## src/rtl/alu_arbiter_if.sv

```systemverilog
// alu_arbiter_if
//   Bundles the two requester ports, the ALU drive/return path and the
//   status outputs of the shared-ALU arbiter.
//   Modports:
//     slave  - the arbiter: samples requests/operands/alu_out, drives the
//              ALU operands, grants, done pulses, result and busy.
//     master - the surrounding logic: drives requests/operands and the ALU
//              return value, observes everything else.
//   Parameters: WIDTH (operand/result width), SEL_W (opcode width).
interface alu_arbiter_if #(
  parameter int WIDTH = 4,
  parameter int SEL_W = 3
) ();
  logic             req0;
  logic             req1;
  logic [WIDTH-1:0] a0;
  logic [WIDTH-1:0] b0;
  logic [WIDTH-1:0] a1;
  logic [WIDTH-1:0] b1;
  logic [SEL_W-1:0] sel0;
  logic [SEL_W-1:0] sel1;
  logic [WIDTH-1:0] alu_a;
  logic [WIDTH-1:0] alu_b;
  logic [SEL_W-1:0] alu_sel;
  logic [WIDTH-1:0] alu_out;
  logic             gnt0;
  logic             gnt1;
  logic             done0;
  logic             done1;
  logic [WIDTH-1:0] result;
  logic             busy;

  modport slave (
    input  req0, req1, a0, b0, a1, b1, sel0, sel1, alu_out,
    output alu_a, alu_b, alu_sel, gnt0, gnt1, done0, done1, result, busy
  );

  modport master (
    output req0, req1, a0, b0, a1, b1, sel0, sel1, alu_out,
    input  alu_a, alu_b, alu_sel, gnt0, gnt1, done0, done1, result, busy
  );
endinterface

```

## src/rtl/alu_arbiter.sv

```systemverilog
// alu_arbiter
//   Shares one combinational ALU between two requesters. A winner is picked
//   in IDLE, its operands are latched and driven onto the ALU for exactly one
//   EXEC cycle, the ALU output is registered into result, and a one-cycle
//   done pulse for the owner is issued in DONE.
//   Ports:
//     clk  - single clock, rising edge
//     rst  - synchronous, active-high reset
//     bus  - alu_arbiter_if.slave: req0/req1, a*/b*/sel* in, alu_out in,
//            alu_a/alu_b/alu_sel out, gnt0/gnt1, done0/done1, result, busy out
//   Configuration macro:
//     ALU_ARB_FIXED_PRIO_EN - when defined, requester 0 always wins a tie and
//                             no round-robin history is kept. Default
//                             (undefined): round-robin arbitration.
module alu_arbiter #(
  parameter int WIDTH = 4,
  parameter int SEL_W = 3
) (
  input logic          clk,
  input logic          rst,
  alu_arbiter_if.slave bus
);

  typedef enum logic [1:0] {
    IDLE = 2'd0,
    EXEC = 2'd1,
    DONE = 2'd2
  } state_t;

  state_t           state_reg;
  logic             owner_reg;
  logic [WIDTH-1:0] alu_a_reg;
  logic [WIDTH-1:0] alu_b_reg;
  logic [SEL_W-1:0] alu_sel_reg;
  logic [WIDTH-1:0] result_reg;
  logic             gnt0_reg;
  logic             gnt1_reg;
  logic             done0_reg;
  logic             done1_reg;
  logic             busy_reg;
  logic             winner;

`ifdef ALU_ARB_FIXED_PRIO_EN
  // Requester 0 wins whenever it asks; requester 1 only when alone.
  assign winner = ~bus.req0;
`else
  logic last_reg;
  // On a tie the requester that was not served last wins; otherwise the
  // single active requester wins.
  assign winner = (bus.req0 && bus.req1) ? ~last_reg : bus.req1;
`endif

  always_ff @(posedge clk) begin
    if (rst) begin
      state_reg   <= IDLE;
      owner_reg   <= 1'b0;
      alu_a_reg   <= '0;
      alu_b_reg   <= '0;
      alu_sel_reg <= '0;
      result_reg  <= '0;
      gnt0_reg    <= 1'b0;
      gnt1_reg    <= 1'b0;
      done0_reg   <= 1'b0;
      done1_reg   <= 1'b0;
      busy_reg    <= 1'b0;
`ifndef ALU_ARB_FIXED_PRIO_EN
      last_reg    <= 1'b1;  // so requester 0 wins the first tie
`endif
    end else begin
      case (state_reg)
        IDLE: begin
          if (bus.req0 || bus.req1) begin
            // The ALU drive registers double as the operand latch, so the
            // operands are frozen for the EXEC cycle.
            owner_reg   <= winner;
            alu_a_reg   <= winner ? bus.a1   : bus.a0;
            alu_b_reg   <= winner ? bus.b1   : bus.b0;
            alu_sel_reg <= winner ? bus.sel1 : bus.sel0;
            gnt0_reg    <= ~winner;
            gnt1_reg    <= winner;
            busy_reg    <= 1'b1;
            state_reg   <= EXEC;
          end
        end
        EXEC: begin
          result_reg  <= bus.alu_out;
          alu_a_reg   <= '0;
          alu_b_reg   <= '0;
          alu_sel_reg <= '0;
          done0_reg   <= ~owner_reg;
          done1_reg   <= owner_reg;
          state_reg   <= DONE;
        end
        DONE: begin
          // Requests are ignored here; a request still high next cycle is new.
          done0_reg <= 1'b0;
          done1_reg <= 1'b0;
          gnt0_reg  <= 1'b0;
          gnt1_reg  <= 1'b0;
          busy_reg  <= 1'b0;
`ifndef ALU_ARB_FIXED_PRIO_EN
          last_reg  <= owner_reg;
`endif
          state_reg <= IDLE;
        end
        default: begin
          state_reg <= IDLE;
        end
      endcase
    end
  end

  assign bus.alu_a   = alu_a_reg;
  assign bus.alu_b   = alu_b_reg;
  assign bus.alu_sel = alu_sel_reg;
  assign bus.result  = result_reg;
  assign bus.gnt0    = gnt0_reg;
  assign bus.gnt1    = gnt1_reg;
  assign bus.done0   = done0_reg;
  assign bus.done1   = done1_reg;
  assign bus.busy    = busy_reg;

endmodule

```

## src/flat_wrapper.sv

```systemverilog
// flat-port wrapper written by rule: the top's interface ports become plain ports
module alu_arbiter_flat 
#(
  parameter int WIDTH = 4,
  parameter int SEL_W = 3
)
  (clk, rst, bus_req0, bus_req1, bus_a0, bus_b0, bus_a1, bus_b1, bus_sel0, bus_sel1, bus_alu_out, bus_alu_a, bus_alu_b, bus_alu_sel, bus_gnt0, bus_gnt1, bus_done0, bus_done1, bus_result, bus_busy);
  alu_arbiter_if #(.WIDTH(WIDTH), .SEL_W(SEL_W)) bus_i ();
  input logic clk;
  input logic rst;
  input wire logic [$bits(bus_i.req0)-1:0] bus_req0;
  input wire logic [$bits(bus_i.req1)-1:0] bus_req1;
  input wire logic [$bits(bus_i.a0)-1:0] bus_a0;
  input wire logic [$bits(bus_i.b0)-1:0] bus_b0;
  input wire logic [$bits(bus_i.a1)-1:0] bus_a1;
  input wire logic [$bits(bus_i.b1)-1:0] bus_b1;
  input wire logic [$bits(bus_i.sel0)-1:0] bus_sel0;
  input wire logic [$bits(bus_i.sel1)-1:0] bus_sel1;
  input wire logic [$bits(bus_i.alu_out)-1:0] bus_alu_out;
  output wire logic [$bits(bus_i.alu_a)-1:0] bus_alu_a;
  output wire logic [$bits(bus_i.alu_b)-1:0] bus_alu_b;
  output wire logic [$bits(bus_i.alu_sel)-1:0] bus_alu_sel;
  output wire logic [$bits(bus_i.gnt0)-1:0] bus_gnt0;
  output wire logic [$bits(bus_i.gnt1)-1:0] bus_gnt1;
  output wire logic [$bits(bus_i.done0)-1:0] bus_done0;
  output wire logic [$bits(bus_i.done1)-1:0] bus_done1;
  output wire logic [$bits(bus_i.result)-1:0] bus_result;
  output wire logic [$bits(bus_i.busy)-1:0] bus_busy;
  assign bus_i.req0 = bus_req0;
  assign bus_i.req1 = bus_req1;
  assign bus_i.a0 = bus_a0;
  assign bus_i.b0 = bus_b0;
  assign bus_i.a1 = bus_a1;
  assign bus_i.b1 = bus_b1;
  assign bus_i.sel0 = bus_sel0;
  assign bus_i.sel1 = bus_sel1;
  assign bus_i.alu_out = bus_alu_out;
  assign bus_alu_a = bus_i.alu_a;
  assign bus_alu_b = bus_i.alu_b;
  assign bus_alu_sel = bus_i.alu_sel;
  assign bus_gnt0 = bus_i.gnt0;
  assign bus_gnt1 = bus_i.gnt1;
  assign bus_done0 = bus_i.done0;
  assign bus_done1 = bus_i.done1;
  assign bus_result = bus_i.result;
  assign bus_busy = bus_i.busy;
  alu_arbiter #(.WIDTH(WIDTH), .SEL_W(SEL_W)) u_core (.clk(clk), .rst(rst), .bus(bus_i));
endmodule
```

## config.mk

```make
export PLATFORM = sky130hd
export DESIGN_NAME = alu_arbiter_flat
export DESIGN_NICKNAME = d
export VERILOG_FILES = /design/src/rtl/alu_arbiter_if.sv /design/src/rtl/alu_arbiter.sv /design/src/flat_wrapper.sv
export SDC_FILE = /design/constraint.sdc
export NUM_CORES = 1
export LEC_CHECK = 0
export ABC_AREA = 1
export BUFFER_PORTS_ARGS = -buffer_cell sky130_fd_sc_hd__buf_2
export CAP_MARGIN = 20
export CORE_MARGIN = 3
export CORE_UTILIZATION = 35
export CTS_CLUSTER_DIAMETER = 40
export DETAILED_ROUTE_END_ITERATION = 8
export SLEW_MARGIN = 20
export SYNTH_ARGS = -nofsm -noshare
export SYNTH_HDL_FRONTEND = slang
export SYNTH_SLANG_ARGS = --single-unit
```

## constraint.sdc

```tcl
create_clock -name clk -period 2.5 [get_ports clk]
set_input_delay 0.375 -clock clk [delete_from_list [all_inputs] [get_ports clk]]
set_output_delay 0.375 -clock clk [all_outputs]
set_load 0.01 [all_outputs]
```

==> results.py <==
metrics = {
    "run_status": {
        "outcome": "completed",
    },
    "setup_path": {
        "r2r_setup_slack_ns": 0.61,
        "rr_worst_depth": 7,
        "required_ns": 2.75,
        "r2r_end": "u_core.bus.alu_sel[1]",
        "crit_family": "simple AND/OR/NAND/NOR gates",
        "worstSetupEndpointType": "flop",
        "cp-start-kind": "flop",
        "crit_buf_inv": 3,
        "crit_chain": "inv_1 -> ha_1 -> inv_2 -> nor3_2 -> buf_4 -> nand3_2 -> a21oi_2",
        "crit_end": "u_core.bus.alu_sel[1]",
        "slowest_stage": "nor3_2",
        "cp-startpoint": "u_core.state_reg[0]",
        "crit_type": "reg -> reg",
        "arrival_ns": 2.14,
        "rr_startpoint": "u_core.state_reg[0]",
        "path_max_fanout": 7,
        "slowest_delay_ns": 0.51,
        "crit_cells": 7,
    },
    "clock_tree": {
        "clockRootBuffer": "clkbuf_4",
        "cts_tree": "done",
        "cts_buffer_depth": 2,
        "cts.reportedPaths.clkPinSlew_ns": 0.13,
        "numCtsBuffers": 3,
        "hold_buffers": 0,
        "cts.sinks": 24,
        "htreeDepth": 1,
        "clkLatencyLatePin_ns": 0.31,
        "post_cts_buffers": 0,
        "cts.repair.resized": 0,
    },
    "layout": {
        "nFillCells": 334,
        "instances_no_fill": 247,
        "drive_gt1_frac": 0.389,
        "final_nets": 238,
        "areaGrowthSynthToFinish_pct": 25.1,
        "multi_input_area_um2": 627,
        "regArea_um2": 480,
        "antenna_cells": 0,
        "final_cell_area_mm2": 0.00153,
    },
    "placement": {
        "place_congestion": 0.893,
        "dp_cells": 243,
        "dp_hpwl_um": 2300,
        "dpl_worst_slack_ns": 0.670,
        "place_area_mm2": 0.00149,
        "portBuffers": 49,
    },
    "timing": {
        "slew_headroom": 0.597,
        "finalCritPeriodShare": 0.754,
        "clock_skew_ns": 0.00573,
        "fin_ws_ns": 0.614,
        "finalHoldViolCount": 0,
        "setup_viol": 0,
        "tightest_slew_ns": 0.601,
        "min_period_ns": 1.89,
        "rsz0062_at_grt": "no",
        "maxSlewViolCount": 0,
        "max_clock_freq_mhz": 530,
        "setup-tns-final_ns": 0,
    },
    "pwr": {
        "power_frac_clock": 0.213,
        "switching_share": 0.337,
        "p_per_area_mw_per_mm2": 630,
        "comb_power_share": 0.314,
        "power.share.sequential": 0.474,
        "leakage_nw": 0.750,
        "intPower_mw": 0.637,
        "peakVddDrop_mv": 0.323,
        "p_sw_mw": 0.324,
    },
    "die": {
        "die-area_mm2": 0.00423,
        "dieHeight_um": 65.0,
        "core-area_mm2": 0.00318,
        "ios": 50,
        "initial_core_util": 0.384,
        "placementRows": 20,
        "die_w_um": 65.0,
    },
    "routing": {
        "drtIter0Drc": 45,
        "vias_per_cell": 4.70,
        "num_vias": 1162,
        "dr.pass1.iters": 4,
        "wl_met1_um": 1290,
        "top_layer": "met4",
        "remaining_drc_errors": 0,
        "wirelength_um": 2960,
        "route.met2.wl_um": 1420,
        "wl_per_cell_um": 12.0,
        "antenna_left": 0,
        "wl_met3_um": 228,
    },
    "grt": {
        "grt_max_degree": 19,
        "grt_overflow": 0,
        "grt_pass1_wl_um": 4780,
        "grt_antenna_before_repair": 0,
        "grt_pass1_vias": 1102,
        "track_usage": 0.143,
    },
    "yosys": {
        "ys_ff_latch": 24,
        "syn-cell-area_mm2": 0.00122,
        "ys_seq_area_frac": 0.394,
        "postSynthCellCount": 156,
        "syn_area_per_cell_um2": 7.82,
        "yosysTopAreaCell": "dfxtp_1",
        "synth_top_area_frac": 0.394,
        "synthTopCellsByArea": "dfxtp_1, nand2_1, nand3_2",
        "ys_warn_count": 0,
        "synth_fp_nets": 190,
        "yosysUniqueCellTypes": 21,
    },
    "flow_run": {
        "drv_cap": 0,
    },
    "min_path": {
        "hp-class": "in -> reg",
    },
}
-- worst min-delay path by stage --
stage	depth (start not counted)	slack (ns)	start	to
2_1_floorplan	2	0.43	u_core.last_reg	u_core.last_reg
3_3_place_gp	2	0.45	u_core.last_reg	u_core.last_reg
3_5_place_dp	2	0.45	u_core.bus.done1	u_core.bus.done1
4_1_cts	3	0.26	bus_alu_out[3]	u_core.bus.result[3]
5_1_grt	3	0.27	bus_alu_out[1]	u_core.bus.result[1]
6_report	3	0.28	bus_alu_out[3]	u_core.bus.result[3]
-- routing by layer --
layer  GRT usage  vias to the layer above
li1            -                      592
met1       0.162                      522
met2       0.259                       44
met3      0.0468                        4
met4      0.0311                        0
met5           0                        -
-- layout make-up --
| cell class | count | share of cell area |
|---|---|---|
| multi-input combinational | 105 | 0.411 |
| sequential | 24 | 0.315 |
| timing repair buffer | 50 | 0.166 |
| inverter | 20 | 0.0492 |
| tap | 44 | 0.0361 |
| clock buffer | 4 | 0.0238 |
-- Yosys cell counts --
cell,number
o21ai_2,1
nor2_2,1
nand2_2,1
nand3_1,5
clkbuf_1,2
dfxtp_1,24
buf_1,1
nand2_1,34
nor2_1,10
o21ai_1,1
inv_2,1
buf_6,1
a21oi_1,9
inv_1,19
ha_1,4
a21oi_2,10
buf_2,3
o21ai_0,7
nand3b_1,11
nor3_2,1
nand3_2,10
-- placed cells by master (no fill, tap or decap) --
cell       n
o21ai_2    1
clkbuf_8   1
a21oi_1    9
nor2_1    10
buf_2     49
inv_2      1
nand2_1   34
a21oi_2   10
clkbuf_4   3
nand2_2    1
o21ai_1    1
inv_1     19
nand3b_1  11
dfxtp_1   24
nand3_1    5
nand3_2   10
buf_4      1
nor2_2     1
ha_1       4
o21ai_0    7
nor3_2     1
-- tightest hold or removal path: stages --
cell    delay, ns
buf_2        0.08
nor2_1       0.03
nor2_1       0.08
-- cells by family (layout without fill, tap and decap cells) --
group / Yosys count / in the layout / share of synthesized area
AND/OR/NAND/NOR: 73 / 73 / 0.324
flip-flops: 24 / 24 / 0.394
adder cells (fa/ha/maj): 4 / 4 / 0.0410
buffers and inverters: 27 / 74 / 0.0923
AO/OA/AOI/OAI: 28 / 28 / 0.149
-- through the flow --
stage | hold slack [ns] | total power, mW | util
after CTS | 0.264 | 0.974 | 0.480
after global routing | 0.272 | 1.02 | 0.480
after detailed placement | 0.452 | 0.768 | 0.469
after floorplan | 0.429 | 0.671 | -
after global placement | 0.451 | 0.760 | 0.469
final | 0.275 | 0.961 | 0.480
-- power groups by stage --
stage | clock [mW] | sequential, mW | combinational, mW
5_1_grt | 0.226 | 0.463 | 0.335
3_3_place_gp | 0 | 0.462 | 0.298
6_report | 0.205 | 0.455 | 0.301
3_5_place_dp | 0 | 0.464 | 0.304
4_1_cts | 0.213 | 0.456 | 0.305
2_1_floorplan | 0 | 0.482 | 0.189
No activity file was read; power rests on OpenSTA's default activity.
